--- src/rtl/microseq_ctrl_if.sv ---
// Run-control and configuration bus for microseq_ctrl.
// The slave modport is the sequencer side, the master modport is the host side.
interface microseq_ctrl_if #(
  parameter int SW = 4,
  parameter int ZW = 2,
  parameter int CW = 8
);
  logic          start;
  logic [ZW-1:0] z;
  logic          cfg_we;
  logic [1:0]    cfg_sel;
  logic [SW-1:0] cfg_addr;
  logic [SW-1:0] cfg_data;
  logic          busy;
  logic          done;
  logic [SW-1:0] state;
  logic [CW-1:0] step_cnt;
  logic          err;

  modport slave (
    input  start, z, cfg_we, cfg_sel, cfg_addr, cfg_data,
    output busy, done, state, step_cnt, err
  );

  modport master (
    output start, z, cfg_we, cfg_sel, cfg_addr, cfg_data,
    input  busy, done, state, step_cnt, err
  );
endinterface

--- src/rtl/microseq_ctrl.sv ---
// Microcoded run-control sequencer: one program pass per accepted start, with
// writable microcode and dispatch tables and a sticky fault flag.
module microseq_ctrl #(
  parameter int NSTATES = 13,
  parameter int SW      = 4,
  parameter int ZW      = 2,
  parameter int CW      = 8
) (
  input  logic             clk,
  input  logic             rst_n,
  microseq_ctrl_if.slave   bus_if
);

  typedef enum logic {
    IDLE_S = 1'b0,
    RUN_S  = 1'b1
  } ctrl_e;

  localparam int            NDISP    = 1 << ZW;
  localparam logic [SW-1:0] NST_SW   = SW'(NSTATES);
  localparam logic [SW-1:0] NDISP_SW = SW'(NDISP);
  localparam logic [SW-1:0] ONE_SW   = SW'(1'b1);
  localparam logic [SW-1:0] JUMP7_SW = SW'(4'd7);
  localparam logic [CW-1:0] STEP_MAX = {CW{1'b1}};

  function automatic logic [2:0] ucode_default(input int idx);
    case (idx)
      3:       return 3'd1;
      4, 5:    return 3'd2;
      10:      return 3'd3;
      11, 12:  return 3'd4;
      default: return 3'd0;
    endcase
  endfunction

  function automatic logic [SW-1:0] disp1_default(input int idx);
    case (idx)
      0:       return SW'(4'd4);
      1:       return SW'(4'd5);
      default: return SW'(4'd6);
    endcase
  endfunction

  function automatic logic [SW-1:0] disp2_default(input int idx);
    case (idx)
      0:       return SW'(4'd11);
      default: return SW'(4'd12);
    endcase
  endfunction

  ctrl_e         ctrl_q, ctrl_d;
  logic [SW-1:0] state_q, state_d;
  logic [CW-1:0] step_q, step_d;
  logic          done_q, done_d;
  logic          err_q, err_d;

  logic [2:0]    ucode_q [NSTATES];
  logic [SW-1:0] disp1_q [NDISP];
  logic [SW-1:0] disp2_q [NDISP];

  logic [2:0]    act_s;
  logic          fault_s;
  logic          cfg_wr_s;
  logic          ucode_addr_ok_s;
  logic          disp_addr_ok_s;

  // Current action; an out-of-range state reads as an illegal code so both faults share one path.
  always_comb begin
    act_s = 3'd7;
    if (state_q < NST_SW) begin
      act_s = ucode_q[state_q];
    end else begin
      act_s = 3'd7;
    end
    fault_s = (act_s > 3'd4);
  end

  // Controller next-state and datapath updates.
  always_comb begin
    ctrl_d  = ctrl_q;
    state_d = state_q;
    step_d  = step_q;
    done_d  = 1'b0;
    err_d   = err_q;
    case (ctrl_q)
      IDLE_S: begin
        if (bus_if.start && !bus_if.cfg_we) begin
          ctrl_d  = RUN_S;
          state_d = '0;
          step_d  = '0;
          err_d   = 1'b0;
        end else begin
          ctrl_d  = IDLE_S;
        end
      end
      RUN_S: begin
        if (fault_s) begin
          ctrl_d  = IDLE_S;
          state_d = '0;
          err_d   = 1'b1;
        end else begin
          step_d = (step_q == STEP_MAX) ? step_q : step_q + CW'(1'b1);
          case (act_s)
            3'd0:    state_d = state_q + ONE_SW;
            3'd1:    state_d = disp1_q[bus_if.z];
            3'd2:    state_d = JUMP7_SW;
            3'd3:    state_d = disp2_q[bus_if.z];
            3'd4: begin
              state_d = '0;
              ctrl_d  = IDLE_S;
              done_d  = 1'b1;
            end
            default: state_d = '0;
          endcase
        end
      end
      default: begin
        ctrl_d  = IDLE_S;
        state_d = '0;
      end
    endcase
  end

  // Controller state registers.
  always_ff @(posedge clk or negedge rst_n) begin
    if (!rst_n) begin
      ctrl_q  <= IDLE_S;
      state_q <= '0;
      step_q  <= '0;
      done_q  <= 1'b0;
      err_q   <= 1'b0;
    end else begin
      ctrl_q  <= ctrl_d;
      state_q <= state_d;
      step_q  <= step_d;
      done_q  <= done_d;
      err_q   <= err_d;
    end
  end

  // Config strobe qualification; writes land only while idle and in range.
  always_comb begin
    cfg_wr_s        = bus_if.cfg_we && (ctrl_q == IDLE_S);
    ucode_addr_ok_s = (bus_if.cfg_addr < NST_SW);
    disp_addr_ok_s  = (bus_if.cfg_addr < NDISP_SW);
  end

  // Microcode and dispatch tables, reloaded with the default program on reset.
  always_ff @(posedge clk or negedge rst_n) begin
    if (!rst_n) begin
      for (int i = 0; i < NSTATES; i++) ucode_q[i] <= ucode_default(i);
      for (int i = 0; i < NDISP; i++) begin
        disp1_q[i] <= disp1_default(i);
        disp2_q[i] <= disp2_default(i);
      end
    end else if (cfg_wr_s) begin
      case (bus_if.cfg_sel)
        2'd0: if (ucode_addr_ok_s) ucode_q[bus_if.cfg_addr] <= bus_if.cfg_data[2:0];
        2'd1: if (disp_addr_ok_s) disp1_q[bus_if.cfg_addr[ZW-1:0]] <= bus_if.cfg_data;
        2'd2: if (disp_addr_ok_s) disp2_q[bus_if.cfg_addr[ZW-1:0]] <= bus_if.cfg_data;
        default: ;
      endcase
    end
  end

  assign bus_if.busy     = (ctrl_q == RUN_S);
  assign bus_if.done     = done_q;
  assign bus_if.state    = state_q;
  assign bus_if.step_cnt = step_q;
  assign bus_if.err      = err_q;

endmodule

--- src/flat_wrapper.sv ---
// flat-port wrapper written by rule: the top's interface ports become plain ports
module microseq_ctrl_flat 
#(
  parameter int NSTATES = 13,
  parameter int SW      = 4,
  parameter int ZW      = 2,
  parameter int CW      = 8
)
  (clk, rst_n, bus_if_start, bus_if_z, bus_if_cfg_we, bus_if_cfg_sel, bus_if_cfg_addr, bus_if_cfg_data, bus_if_busy, bus_if_done, bus_if_state, bus_if_step_cnt, bus_if_err);
  microseq_ctrl_if #(.SW(SW), .ZW(ZW), .CW(CW)) bus_if_i ();
  input  logic clk;
  input  logic rst_n;
  input wire logic [$bits(bus_if_i.start)-1:0] bus_if_start;
  input wire logic [$bits(bus_if_i.z)-1:0] bus_if_z;
  input wire logic [$bits(bus_if_i.cfg_we)-1:0] bus_if_cfg_we;
  input wire logic [$bits(bus_if_i.cfg_sel)-1:0] bus_if_cfg_sel;
  input wire logic [$bits(bus_if_i.cfg_addr)-1:0] bus_if_cfg_addr;
  input wire logic [$bits(bus_if_i.cfg_data)-1:0] bus_if_cfg_data;
  output wire logic [$bits(bus_if_i.busy)-1:0] bus_if_busy;
  output wire logic [$bits(bus_if_i.done)-1:0] bus_if_done;
  output wire logic [$bits(bus_if_i.state)-1:0] bus_if_state;
  output wire logic [$bits(bus_if_i.step_cnt)-1:0] bus_if_step_cnt;
  output wire logic [$bits(bus_if_i.err)-1:0] bus_if_err;
  assign bus_if_i.start = bus_if_start;
  assign bus_if_i.z = bus_if_z;
  assign bus_if_i.cfg_we = bus_if_cfg_we;
  assign bus_if_i.cfg_sel = bus_if_cfg_sel;
  assign bus_if_i.cfg_addr = bus_if_cfg_addr;
  assign bus_if_i.cfg_data = bus_if_cfg_data;
  assign bus_if_busy = bus_if_i.busy;
  assign bus_if_done = bus_if_i.done;
  assign bus_if_state = bus_if_i.state;
  assign bus_if_step_cnt = bus_if_i.step_cnt;
  assign bus_if_err = bus_if_i.err;
  microseq_ctrl #(.NSTATES(NSTATES), .SW(SW), .ZW(ZW), .CW(CW)) u_core (.clk(clk), .rst_n(rst_n), .bus_if(bus_if_i));
endmodule
--- config.mk ---
export PLATFORM = sky130hd
export DESIGN_NAME = microseq_ctrl_flat
export DESIGN_NICKNAME = d
export VERILOG_FILES = /design/src/rtl/microseq_ctrl_if.sv /design/src/rtl/microseq_ctrl.sv /design/src/flat_wrapper.sv
export SDC_FILE = /design/constraint.sdc
export NUM_CORES = 1
export LEC_CHECK = 0
export ABC_CLOCK_PERIOD_IN_PS = 4600
export BUFFER_PORTS_ARGS = -buffer_cell sky130_fd_sc_hd__buf_2
export CAP_MARGIN = 0
export CORE_MARGIN = 4
export CORE_UTILIZATION = 60
export DETAILED_ROUTE_END_ITERATION = 12
export GPL_TIMING_DRIVEN = 1
export PLACE_DENSITY = 0.87
export SLEW_MARGIN = 25
export SYNTH_ARGS = -nofsm -noshare
export SYNTH_HDL_FRONTEND = slang
export SYNTH_SLANG_ARGS = --single-unit
--- constraint.sdc ---
create_clock -name clk -period 4.6 [get_ports clk]
set_clock_uncertainty 0.2 [all_clocks]
set_input_delay 0.23 -clock clk [delete_from_list [all_inputs] [get_ports clk]]
set_output_delay 0.23 -clock clk [all_outputs]
set_load 0.01 [all_outputs]
==> flow_metrics.py, run 1 <==
metrics = {
    "run_status": {
        "run_status": "finished, final reports clean",
    },
    "logic_synthesis": {
        "synthArstFlopShare": 1.00,
        "syn_nets": 340,
        "yosysSeqAreaShare": 0.513,
        "yosys.area.top_type": "sky130_fd_sc_hd__dfrtp_1",
        "synthTopCellsByArea": "sky130_fd_sc_hd__dfrtp_1 37%, sky130_fd_sc_hd__mux2_2 20%, sky130_fd_sc_hd__dfstp_2 14%",
        "ys_seq_elements": 86,
        "synth.most_common_cell": "sky130_fd_sc_hd__mux2_2",
        "syn_avg_cell_area_sq_um": 13.2,
        "synth_cell_type_count": 43,
        "post_synth_most_frequent_cells": "74 x sky130_fd_sc_hd__mux2_2, 63 x sky130_fd_sc_hd__dfrtp_1, 27 x sky130_fd_sc_hd__nand2_1, 23 x sky130_fd_sc_hd__dfstp_2, 13 x sky130_fd_sc_hd__mux4_2",
        "ys.warnings.count": 0,
        "synth_edf_count": 0,
        "synth_area_sq_mm": 0.00425,
        "dominantRegCellSynth": "sky130_fd_sc_hd__dfrtp_1",
        "yosysTopAreaCellShare": 0.371,
        "number_of_instances_in_the_synthesized_netlist": 321,
    },
    "layout": {
        "filler_free_cell_count_of_the_finished_design": 446,
        "insertedDiodeCount": 0,
        "final_nets": 364,
        "flow.area_growth_from_synthesis_pct": 9.39,
        "final_layout_size_suffix_gt1_frac": 0.463,
    },
    "cts": {
        "cts.clk_slew.worst_paths_ns": 0.08,
        "tritoncts_buffer_count": 9,
        "postCtsSetupRepairBufs": 0,
        "cts_tree": "yes",
        "clock_insertion_delay_worst_skew_ns": 0.35,
        "cts_max_path_buffers": 2,
        "cts.sinks": 86,
        "post_cts_resize_count": 0,
        "ctsHtreeMaxLevel": 3,
        "cts.hold.buffers_added": 1,
        "root_buffer": "sky130_fd_sc_hd__clkbuf_8",
    },
    "setup_path": {
        "critical_path.max_fanout": 16,
        "reg2regPathDepth": 7,
        "crit-reg2reg-launch": "u_core.bus_if.state[0]$_DFFE_PN0P_",
        "worstSetupPathType": "reg -> reg",
        "worstPathRequired_ns": 4.68,
        "critical_register_to_register_path_endpoint": "u_core.bus_if.step_cnt[7]$_DFFE_PN0P_",
        "cp.arrival_ns": 3.23,
        "rrSetupSlack_ns": 1.45,
        "critical-path-slowest-cell": "sky130_fd_sc_hd__dfrtp_1",
        "endpoint_kind_of_the_worst_setup_timing_path": "register",
        "timing.critical_path.to": "u_core.bus_if.step_cnt[7]$_DFFE_PN0P_",
        "setup.worst_path.start": "u_core.bus_if.state[0]$_DFFE_PN0P_",
        "critPathMaxStageDelay_ns": 0.80,
        "startpoint_type": "register",
        "critical_path.cell_chain": "mux4_1 -> mux2i_1 -> nor3_1 -> a31oi_2 -> o21ai_2 -> or4_1 -> a21oi_1",
    },
    "timing": {
        "max_clock_freq_ghz": 0.318,
        "share_of_the_cycle_needed_by_the_critical_path_after_routing": 0.684,
        "pins_over_slew_limit": 0,
        "final.min_clock_period_ns": 3.15,
        "max_slew.worst_pin.slew_ns": 0.761,
        "hold_viol": 0,
        "final.setup.tns_ns": 0,
        "timing.slew.headroom": 0.493,
        "timing.final.setup_violations": 0,
        "grt_setup_unrepaired": "no",
    },
    "global_routing": {
        "first_pass_grt_wire_length_um": 14500,
        "globalRoute.totalOverflow": 0,
        "groute.usage.overall": 0.222,
        "first_global_vias": 2794,
        "grt_max_degree": 87,
        "antenna_found_initial": 0,
    },
    "floorplan": {
        "die_x_um": 92.2,
        "fp-row-count": 30,
        "core_area_sq_mm": 0.00683,
        "total_die_area_sq_mm": 0.00849,
        "die-height_um": 92.2,
        "floorplan.initialDensity": 0.622,
        "number_of_primary_i_o_pins": 31,
    },
    "placed_design": {
        "buffer_ports.inserted": 30,
        "dp.cells": 429,
        "hpwlAfterDp_um": 5900,
        "finalWeightedCongestion": 0.911,
    },
    "pwr": {
        "powerDensity_mw_per_mm2": 476,
        "leakagePower_nw": 2.14,
        "irDropWorstVdd_uv": 233,
    },
    "routing": {
        "wl_per_cell_um": 19.8,
        "route.antenna.remaining_nets": 0,
        "via_count": 2777,
        "drt_iter0_drc": 234,
        "first_pass_iters": 4,
        "vias_per_cell": 6.23,
        "detail_route.drc_violations": 0,
        "total_routed_length_um": 8820,
    },
    "hold_path": {
        "worst_hold_path_type": "in -> reg",
    },
    "flow_run": {
        "max_cap_viols": 0,
    },
}
through the flow:
stage	hold slack [ns]	setup WS (ns)	utilization	total power, W	cell area [sq um]
after global routing	0.0344	1.28	0.680	0.00233	4650
after detailed placement	0.276	1.46	0.647	0.00163	4420
after floorplan	-0.266	2.08	-	0.00149	4250
final	0.0125	1.45	0.680	0.00221	4650
after CTS	0.00411	1.45	0.680	0.00221	4640
after global placement	0.267	1.55	0.647	0.00160	4420
area by class of cell:
class,count,area [sq um]
well taps,96,120
inverters,7,26.3
flip-flops and latches,86,2180
clock inverters,6,86.3
fillers,460,2180
clock buffers,10,128
multi-input cells,210,1940
repair buffers,31,166
power breakdown:
| part | total (W) | leakage [nW] | switching, W | internal, W |
|---|---|---|---|---|
| logic | 0.000592 | 0.948 | 0.000307 | 0.000285 |
| registers | 0.00104 | 1.09 | 0.000157 | 0.000886 |
| clock network | 0.000575 | 0.106 | 0.000270 | 0.000305 |
sequential cells by signal, indices dropped and copies added (netlist names):
signal	cells
u_core.bus_if.busy	1
u_core.bus_if.done	1
u_core.bus_if.err	1
u_core.bus_if.state	4
u_core.bus_if.step_cnt	8
u_core.disp1_q	16
u_core.disp2_q	16
u_core.ucode_q	39
critical path, delay by kind of cell, from the launching register on:
| kind | cells | cell delay [ns] |
|---|---|---|
| multiplexers | 2 | 0.87 |
| flip-flops | 1 | 0.80 |
| AND/OR/NAND/NOR | 2 | 0.59 |
| AO/OA/AOI/OAI | 3 | 0.61 |
how the worst min path moves through the flow:
stage	depth (start not counted)	endpoint	from	slack, ns
2_1_floorplan	0	u_core.bus_if.busy$_DFF_PN0_	rst_n	-0.27
3_3_place_gp	1	u_core.bus_if.step_cnt[4]$_DFFE_PN0P_	rst_n	0.27
3_5_place_dp	1	u_core.bus_if.step_cnt[3]$_DFFE_PN0P_	rst_n	0.28
4_1_cts	4	u_core.bus_if.err$_DFFE_PN0P_	bus_if_start	0.004
5_1_grt	2	u_core.disp2_q[15]$_DFFE_PN1P_	bus_if_cfg_data[3]	0.03
6_report	4	u_core.bus_if.err$_DFFE_PN0P_	bus_if_start	0.01
routing by layer:
metal / up-vias / GRT usage / share of wire
met5: - / 0 / 0
met4: 0 / 0.0941 / 0.020
met3: 11 / 0.0353 / 0.061
met2: 109 / 0.341 / 0.48
met1: 1424 / 0.317 / 0.44
li1: 1233 / - / -
logic make-up after synthesis:
group	count (synthesis)	synth area share
buffers and inverters	25	0.0300
xor gates and xnor gates	1	0.00206
adders and majority gates	3	0.00883
AOI/OAI and AO/OA	34	0.0551
muxes	93	0.294
DFF	86	0.513
and+or+nand+nor	79	0.0963
cells in the final DEF, fill, tap and decap left out, types with 2 or more instances in the layout:
| cell type | instances |
|---|---|
| sky130_fd_sc_hd__nor3b_1 | 6 |
| sky130_fd_sc_hd__mux2_2 | 74 |
| sky130_fd_sc_hd__nand2_1 | 27 |
| sky130_fd_sc_hd__o221ai_1 | 3 |
| sky130_fd_sc_hd__o21ai_0 | 12 |
| sky130_fd_sc_hd__or3_1 | 5 |
| sky130_fd_sc_hd__clkbuf_8 | 9 |
| sky130_fd_sc_hd__a31oi_2 | 2 |
| sky130_fd_sc_hd__mux2i_1 | 2 |
| sky130_fd_sc_hd__a21oi_1 | 7 |
| sky130_fd_sc_hd__dfstp_2 | 23 |
| sky130_fd_sc_hd__nand3b_1 | 3 |
| sky130_fd_sc_hd__nand3_1 | 12 |
| sky130_fd_sc_hd__nor2b_1 | 4 |
| sky130_fd_sc_hd__nor2_1 | 5 |
| sky130_fd_sc_hd__dfrtp_1 | 63 |
| sky130_fd_sc_hd__bufinv_16 | 2 |
| sky130_fd_sc_hd__clkinv_2 | 2 |
| sky130_fd_sc_hd__and3_1 | 6 |
| sky130_fd_sc_hd__inv_1 | 7 |
| sky130_fd_sc_hd__or4_1 | 2 |
| sky130_fd_sc_hd__nor3_1 | 3 |
| sky130_fd_sc_hd__mux4_1 | 4 |
| sky130_fd_sc_hd__buf_2 | 29 |
| sky130_fd_sc_hd__mux4_2 | 13 |
| sky130_fd_sc_hd__ha_1 | 3 |
| sky130_fd_sc_hd__nand2b_1 | 3 |
No activity file was read; power rests on OpenSTA's default activity.
==> inputs of run 2 (changes only) <==
--- a/config.mk
+++ b/config.mk
@@ -5,7 +5,7 @@
 export SDC_FILE = /design/constraint.sdc
 export NUM_CORES = 1
 export LEC_CHECK = 0
-export ABC_CLOCK_PERIOD_IN_PS = 4600
+export ABC_CLOCK_PERIOD_IN_PS = 2950
 export BUFFER_PORTS_ARGS = -buffer_cell sky130_fd_sc_hd__buf_2
 export CAP_MARGIN = 0
 export CORE_MARGIN = 4
==> constraint.sdc (replaced) <==
create_clock -name clk -period 2.95 [get_ports clk]
set_clock_uncertainty 0.2 [all_clocks]
set_input_delay 0.1475 -clock clk [delete_from_list [all_inputs] [get_ports clk]]
set_output_delay 0.1475 -clock clk [all_outputs]
set_load 0.01 [all_outputs]
==> run 2 against run 1 <==
Utilization rose by 1.5 points. Sequential cell count unchanged. Setup slack got worse by 1.2 ns. Fmax up 15%. Non-clock buffer count rose by 10. Total power increased by 62%. Hold slack improved by 0.054 ns. Clock-buffer cell count is 1 higher.
==> flow_metrics.py, run 2 (synthesis results as in run 1) <==
metrics = {
    "placed_design": {
        "hpwlAfterDp_um": 6170,
        "finalWeightedCongestion": 0.882,
        "dp_worst_setup_slack_ns": 0.125,
        "buffer_ports.inserted": 30,
    },
    "routing": {
        "drt_iter0_drc": 242,
        "total_routed_length_um": 9090,
        "via_count": 2867,
        "wl_per_cell_um": 19.9,
        "route.antenna.remaining_nets": 0,
        "first_pass_iters": 4,
        "detail_route.drc_violations": 0,
        "vias_per_cell": 6.29,
    },
    "pwr": {
        "powerDensity_mw_per_mm2": 754,
        "leakagePower_nw": 2.20,
        "irDropWorstVdd_uv": 345,
    },
    "setup_path": {
        "critical_path.cell_chain": "mux4_1 -> mux2i_1 -> nor3_1 -> a31oi_2 -> o21ai_2 -> or4_1 -> a21oi_1",
        "cp_num_buf_inv": 0,
        "worstPathRequired_ns": 3.04,
        "startpoint_type": "register",
        "critPathMaxStageDelay_ns": 0.58,
        "worstSetupPathType": "reg -> reg",
        "critical_path.max_fanout": 16,
        "cp.arrival_ns": 2.82,
        "cpLargestDelayFamily": "multiplexers",
        "endpoint_kind_of_the_worst_setup_timing_path": "register",
        "critical-path-slowest-cell": "sky130_fd_sc_hd__mux4_1",
    },
    "layout": {
        "register_with_the_most_flip_flops": "u_core.ucode_q",
        "final_nets": 374,
        "insertedDiodeCount": 0,
        "final-seq-area_sq_mm": 0.00218,
        "largest_register_ffs": 39,
        "final_layout_size_suffix_gt1_frac": 0.475,
        "flow.area_growth_from_synthesis_pct": 11.8,
        "mostFrequentLayoutCells": "74 x sky130_fd_sc_hd__mux2_2, 62 x sky130_fd_sc_hd__dfrtp_1, 29 x sky130_fd_sc_hd__buf_2",
        "layout.cells.most_common": "sky130_fd_sc_hd__mux2_2",
        "core_occupancy_in_the_finished_layout": 0.695,
        "fillCellCount": 466,
        "largestRegisters": "u_core.ucode_q (39), u_core.disp1_q (16), u_core.disp2_q (16)",
        "multiInputGateArea_sq_mm": 0.00194,
    },
    "cts": {
        "cts.sinks": 86,
        "cts.clk_slew.worst_paths_ns": 0.09,
        "cts_max_path_buffers": 2,
        "tritoncts_buffer_count": 9,
        "cts_tree": "yes",
        "root_buffer": "sky130_fd_sc_hd__clkbuf_8",
        "clock_insertion_delay_worst_skew_ns": 0.36,
        "ctsHtreeMaxLevel": 3,
    },
    "timing": {
        "pins_over_slew_limit": 0,
        "max_clock_freq_ghz": 0.365,
        "share_of_the_cycle_needed_by_the_critical_path_after_routing": 0.928,
        "final.min_clock_period_ns": 2.74,
        "timing.final.setup_violations": 0,
        "hold_viol": 0,
        "timing.slew.headroom": 0.491,
        "max_slew.worst_pin.slew_ns": 0.763,
        "grt_setup_unrepaired": "no",
        "final.setup.tns_ns": 0,
        "setup_ws_ns": 0.212,
    },
    "floorplan": {
        "fp-row-count": 30,
        "number_of_primary_i_o_pins": 31,
        "floorplan.initialDensity": 0.622,
        "die-height_um": 92.2,
        "core_area_sq_mm": 0.00683,
        "die_x_um": 92.2,
        "total_die_area_sq_mm": 0.00849,
    },
    "global_routing": {
        "grt_max_degree": 87,
        "globalRoute.totalOverflow": 0,
        "first_pass_grt_wire_length_um": 14800,
        "first_global_vias": 2844,
        "groute.usage.overall": 0.227,
        "antenna_found_initial": 0,
    },
    "flow_run": {
        "max_cap_viols": 0,
    },
    "hold_path": {
        "worst_hold_path_type": "in -> reg",
    },
    "run_status": {
        "run_status": "finished, final reports clean",
    },
}
-- run 2: worst register-to-register path, stage by stage, from the launching register on --
cell	delay [ns]
sky130_fd_sc_hd__dfrtp_2	0.51
sky130_fd_sc_hd__mux4_1	0.58
sky130_fd_sc_hd__mux2i_1	0.21
sky130_fd_sc_hd__nor3_1	0.09
sky130_fd_sc_hd__a31oi_2	0.23
sky130_fd_sc_hd__o21ai_2	0.21
sky130_fd_sc_hd__or4_1	0.50
sky130_fd_sc_hd__a21oi_1	0.15
-- run 2: final timing paths --
path / slack (ns) / start / endpoint / depth (start not counted)
worst max-delay path: 0.21 / u_core.bus_if.state[0]$_DFFE_PN0P_ / u_core.bus_if.step_cnt[7]$_DFFE_PN0P_ / 7
worst min-delay path: 0.07 / bus_if_cfg_addr[2] / u_core.ucode_q[24]$_DFFE_PN0P_ / 3
worst max register to register: 0.21 / u_core.bus_if.state[0]$_DFFE_PN0P_ / u_core.bus_if.step_cnt[7]$_DFFE_PN0P_ / 7
worst min register to register: 0.31 / u_core.bus_if.err$_DFFE_PN0P_ / u_core.bus_if.err$_DFFE_PN0P_ / 2
max in group asynchronous: 1.78 / rst_n / u_core.bus_if.state[0]$_DFFE_PN0P_ / 2
min in group asynchronous: 0.19 / rst_n / u_core.bus_if.step_cnt[7]$_DFFE_PN0P_ / 2
-- run 2: repair_timing --
item                                    4_1_cts  5_1_grt
gates resized for setup                       0        1
hold endpoints to repair                     72        0
hold buffers                                  4        0
endpoints found under the setup margin        0        3
setup buffers                                 0        0
-- run 2: per-layer routing --
metal / GRT usage / routed length (um) / up-vias
met1: 0.313 / 3930 / 1480
li1: - / - / 1258
met5: 0 / 0 / -
met2: 0.354 / 4370 / 110
met4: 0.100 / 210 / 0
met3: 0.0418 / 578 / 19
-- run 2: power by group --
part	switching (W)	total (W)	internal (W)
Combinational	0.000553	0.00106	0.000508
Sequential	0.000192	0.00158	0.00139
Clock	0.000422	0.000945	0.000523
Total	0.00117	0.00358	0.00242
-- run 2: final cells by class --
cell class	instances	share of cell area
Timing Repair Buffer	41	0.0524
Clock buffer	11	0.0319
Multi-Input combinational cell	210	0.408
Inverter	7	0.00553
Tap cell	96	0.0253
Sequential cell	86	0.459
Clock inverter	5	0.0171
-- run 2: stage by stage --
step	std cells	power [W]	hold WS (ns)	area [sq um]
floorplan	321	0.00232	-0.348	4250
global placement	436	0.00257	0.184	4470
detailed placement	436	0.00262	0.202	4470
CTS	456	0.00358	0.0582	4750
global route	456	0.00377	0.0914	4750
finish	456	0.00358	0.0669	4750
==> inputs of run 3 (changes only) <==
--- a/config.mk
+++ b/config.mk
@@ -5,14 +5,16 @@
 export SDC_FILE = /design/constraint.sdc
 export NUM_CORES = 1
 export LEC_CHECK = 0
+export ABC_AREA = 1
 export ABC_CLOCK_PERIOD_IN_PS = 2950
 export BUFFER_PORTS_ARGS = -buffer_cell sky130_fd_sc_hd__buf_2
 export CAP_MARGIN = 0
 export CORE_MARGIN = 4
 export CORE_UTILIZATION = 60
+export CTS_BUF_LIST = sky130_fd_sc_hd__clkbuf_8
 export DETAILED_ROUTE_END_ITERATION = 12
 export GPL_TIMING_DRIVEN = 1
-export PLACE_DENSITY = 0.87
+export PLACE_DENSITY = 0.88
 export SLEW_MARGIN = 25
 export SYNTH_ARGS = -nofsm -noshare
 export SYNTH_HDL_FRONTEND = slang
==> run 3 against run 2 <==
Clock-buffer cell count shrank 2. Fmax grew 14%. Synthesized area shrank 1.5%. Routed wire length grew 9.7%. Critical endpoint is now u_core.ucode_q[8]$_DFFE_PN0P_. Global-route usage grew 2.4 points. Largest cell class unchanged.
==> flow_metrics.py, run 3 <==
metrics = {
    "pwr": {
        "leakagePower_nw": 2.13,
        "powerDensity_mw_per_mm2": 739,
        "irDropWorstVdd_uv": 390,
    },
    "setup_path": {
        "reg2regPathDepth": 8,
        "cp_num_buf_inv": 2,
        "startpoint_type": "register",
        "cp.arrival_ns": 2.41,
        "setup.worst_path.start": "u_core.bus_if.busy$_DFF_PN0_",
        "worstPathRequired_ns": 2.97,
        "critical_path.max_fanout": 12,
        "crit-reg2reg-launch": "u_core.bus_if.busy$_DFF_PN0_",
        "critPathMaxStageDelay_ns": 0.52,
        "worstSetupPathType": "reg -> reg",
        "cell_depth_of_the_worst_setup_path": 8,
        "cpMostUsedCell": "sky130_fd_sc_hd__inv_1",
        "cpLargestDelayFamily": "simple AND/OR/NAND/NOR gates",
        "critical_path.cell_chain": "nor2_1 -> inv_1 -> nor3_1 -> inv_1 -> a21oi_1 -> nand3_1 -> nand2_1 -> o21ai_0",
        "critical_register_to_register_path_endpoint": "u_core.ucode_q[8]$_DFFE_PN0P_",
        "endpoint_kind_of_the_worst_setup_timing_path": "register",
        "timing.critical_path.to": "u_core.ucode_q[8]$_DFFE_PN0P_",
        "critical-path-slowest-cell": "sky130_fd_sc_hd__dfrtp_1",
        "rrSetupSlack_ns": 0.56,
    },
    "logic_synthesis": {
        "synth-adder-area-share": 0.00897,
        "synth_edf_count": 0,
        "synth.most_common_cell": "sky130_fd_sc_hd__nand2_1",
        "synthArstFlopShare": 1.00,
        "post_synth_most_frequent_cells": "184 x sky130_fd_sc_hd__nand2_1, 91 x sky130_fd_sc_hd__o21ai_0, 63 x sky130_fd_sc_hd__dfrtp_1, 40 x sky130_fd_sc_hd__nand3_1, 34 x sky130_fd_sc_hd__nor2_1",
        "synth_top_family_by_area": "simple AND/OR/NAND/NOR gates",
        "yosys.area.top_type": "sky130_fd_sc_hd__dfrtp_1",
        "dominantRegCellSynth": "sky130_fd_sc_hd__dfrtp_1",
        "syn_nets": 547,
        "ys.warnings.count": 0,
        "ys_seq_elements": 86,
        "synth_area_sq_mm": 0.00418,
        "syn_avg_cell_area_sq_um": 7.92,
        "muxShareOfSynthArea": 0,
        "synthXorXnorAreaFrac": 0.0147,
        "synth_compound_area_frac": 0.136,
        "share_of_synthesized_cell_area_in_and_or_nand_and_nor_gates": 0.275,
        "number_of_instances_in_the_synthesized_netlist": 528,
        "yosysSeqAreaShare": 0.521,
        "yosysTopAreaCellShare": 0.377,
        "synthTopCellsByArea": "sky130_fd_sc_hd__dfrtp_1 38%, sky130_fd_sc_hd__nand2_1 17%, sky130_fd_sc_hd__dfstp_2 14%",
        "synth_cell_type_count": 30,
    },
    "layout": {
        "layout.cells.most_common": "sky130_fd_sc_hd__nand2_1",
        "largestRegisters": "u_core.ucode_q (39), u_core.disp1_q (16), u_core.disp2_q (16)",
        "final_nets": 578,
        "final_layout_size_suffix_gt1_frac": 0.149,
        "multiInputGateArea_sq_mm": 0.00182,
        "register_with_the_most_flip_flops": "u_core.ucode_q",
        "flow.area_growth_from_synthesis_pct": 10.5,
        "largest_register_ffs": 39,
        "insertedDiodeCount": 0,
        "mostFrequentLayoutCells": "184 x sky130_fd_sc_hd__nand2_1, 91 x sky130_fd_sc_hd__o21ai_0, 63 x sky130_fd_sc_hd__dfrtp_1",
        "fillCellCount": 533,
        "final-seq-area_sq_mm": 0.00218,
    },
    "placed_design": {
        "buffer_ports.inserted": 30,
        "finalWeightedCongestion": 0.860,
        "hpwlAfterDp_um": 6760,
    },
    "routing": {
        "detail_route.drc_violations": 0,
        "vias_per_cell": 5.69,
        "via_count": 3756,
        "first_pass_iters": 5,
        "route.antenna.remaining_nets": 0,
        "drt_iter0_drc": 261,
        "total_routed_length_um": 9970,
        "wl_per_cell_um": 15.1,
    },
    "global_routing": {
        "globalRoute.totalOverflow": 0,
        "groute.usage.overall": 0.251,
        "grt_max_degree": 87,
        "first_pass_grt_wire_length_um": 16800,
        "first_global_vias": 3516,
        "antenna_found_initial": 0,
    },
    "hold_path": {
        "min_delay_path_depth": 4,
        "worst_hold_path_type": "in -> reg",
    },
    "timing": {
        "final.min_clock_period_ns": 2.39,
        "pins_over_slew_limit": 0,
        "max_clock_freq_ghz": 0.418,
        "share_of_the_cycle_needed_by_the_critical_path_after_routing": 0.811,
        "timing.slew.headroom": 0.503,
        "hold_viol": 0,
        "worst_hold_slack_ns": 0.0758,
        "grt_setup_unrepaired": "no",
        "timing.final.setup_violations": 0,
        "max_slew.worst_pin.slew_ns": 0.746,
        "final.setup.tns_ns": 0,
    },
    "cts": {
        "root_buffer": "sky130_fd_sc_hd__clkbuf_8",
        "clock_insertion_delay_worst_skew_ns": 0.37,
        "post_cts_resize_count": 0,
        "cts.clk_slew.worst_paths_ns": 0.09,
        "cts.sinks": 86,
        "cts_tree": "yes",
        "ctsHtreeMaxLevel": 3,
        "tritoncts_buffer_count": 9,
        "cts_max_path_buffers": 2,
    },
    "floorplan": {
        "die_x_um": 91.5,
        "fp-row-count": 30,
        "total_die_area_sq_mm": 0.00837,
        "core_area_sq_mm": 0.00679,
        "floorplan.initialDensity": 0.616,
        "number_of_primary_i_o_pins": 31,
        "die-height_um": 91.5,
    },
    "run_status": {
        "run_status": "finished, final reports clean",
    },
    "flow_run": {
        "max_cap_viols": 0,
    },
}
==> run 3: cell count changes after synthesis, moves of 13 or more <==
cell / before / now
sky130_fd_sc_hd__nor2_1: 5 / 34
sky130_fd_sc_hd__inv_1: 7 / 25
sky130_fd_sc_hd__nand2_1: 27 / 184
sky130_fd_sc_hd__o21ai_0: 12 / 91
sky130_fd_sc_hd__nand3_1: 12 / 40
sky130_fd_sc_hd__mux2_2: 74 / 0
sky130_fd_sc_hd__mux4_2: 13 / 0
==> run 3: cell families (layout without fill, tap and decap cells) <==
family / Yosys count / after routing
and+or+nand+nor: 277 / 277
adders and majority gates: 3 / 3
DFF: 86 / 86
xor gates and xnor gates: 7 / 7
buffers and inverters: 45 / 81
AOI/OAI and AO/OA: 110 / 110
==> run 3: how the worst min path moves through the flow <==
stage	start	to	slack, ns
detailed placement	rst_n	u_core.ucode_q[11]$_DFFE_PN0P_	0.20
floorplan	rst_n	u_core.bus_if.busy$_DFF_PN0_	-0.35
CTS	bus_if_cfg_sel[0]	u_core.disp2_q[13]$_DFFE_PN1P_	0.06
global route	bus_if_cfg_addr[3]	u_core.ucode_q[27]$_DFFE_PN1P_	0.09
global placement	rst_n	u_core.ucode_q[9]$_DFFE_PN0P_	0.19
finish	bus_if_cfg_addr[3]	u_core.ucode_q[27]$_DFFE_PN1P_	0.08
==> run 3: power breakdown <==
part	total, W	leakage (nW)	switching, W	internal [W]
logic	0.00108	0.951	0.000722	0.000362
clock network	0.000767	0.0824	0.000453	0.000314
registers	0.00156	1.09	0.000163	0.00140
==> run 3: repair_timing <==
action | 4_1_cts | 5_1_grt
hold buffers | 4 | 0
setup buffers | 0 | 0
hold endpoints to repair | 76 | 0
==> run 3: through the flow <==
stage	cells	cell area [sq um]	total power [W]	setup WS, ns	utilization
6_report	660	4620	0.00341	0.557	0.680
5_1_grt	660	4620	0.00364	0.287	0.680
4_1_cts	660	4620	0.00341	0.588	0.680
3_5_place_dp	640	4400	0.00264	0.608	0.647
3_3_place_gp	640	4400	0.00259	0.694	0.647
2_1_floorplan	528	4180	0.00234	0.871	-
==> run 3: area by class of cell <==
| cell class | count | share of cell area |
|---|---|---|
| clock inverter | 7 | 0.0124 |
| timing repair buffer | 36 | 0.0457 |
| multi-input combinational | 397 | 0.393 |
| inverter | 29 | 0.0241 |
| tap | 96 | 0.0260 |
| clock buffer | 9 | 0.0268 |
| sequential | 86 | 0.472 |
==> run 3: worst reg2reg max path: stages (launching register included) <==
cell and delay [ns]:
sky130_fd_sc_hd__dfrtp_1 0.52, sky130_fd_sc_hd__nor2_1 0.32, sky130_fd_sc_hd__inv_1 0.10, sky130_fd_sc_hd__nor3_1 0.15, sky130_fd_sc_hd__inv_1 0.09, sky130_fd_sc_hd__a21oi_1 0.34
sky130_fd_sc_hd__nand3_1 0.31, sky130_fd_sc_hd__nand2_1 0.11, sky130_fd_sc_hd__o21ai_0 0.09
==> run 3: layer usage <==
layer | share of wire | track usage
met5 | 0 | 0
met4 | 0.011 | 0.0955
met3 | 0.070 | 0.0588
met2 | 0.47 | 0.396
met1 | 0.45 | 0.338
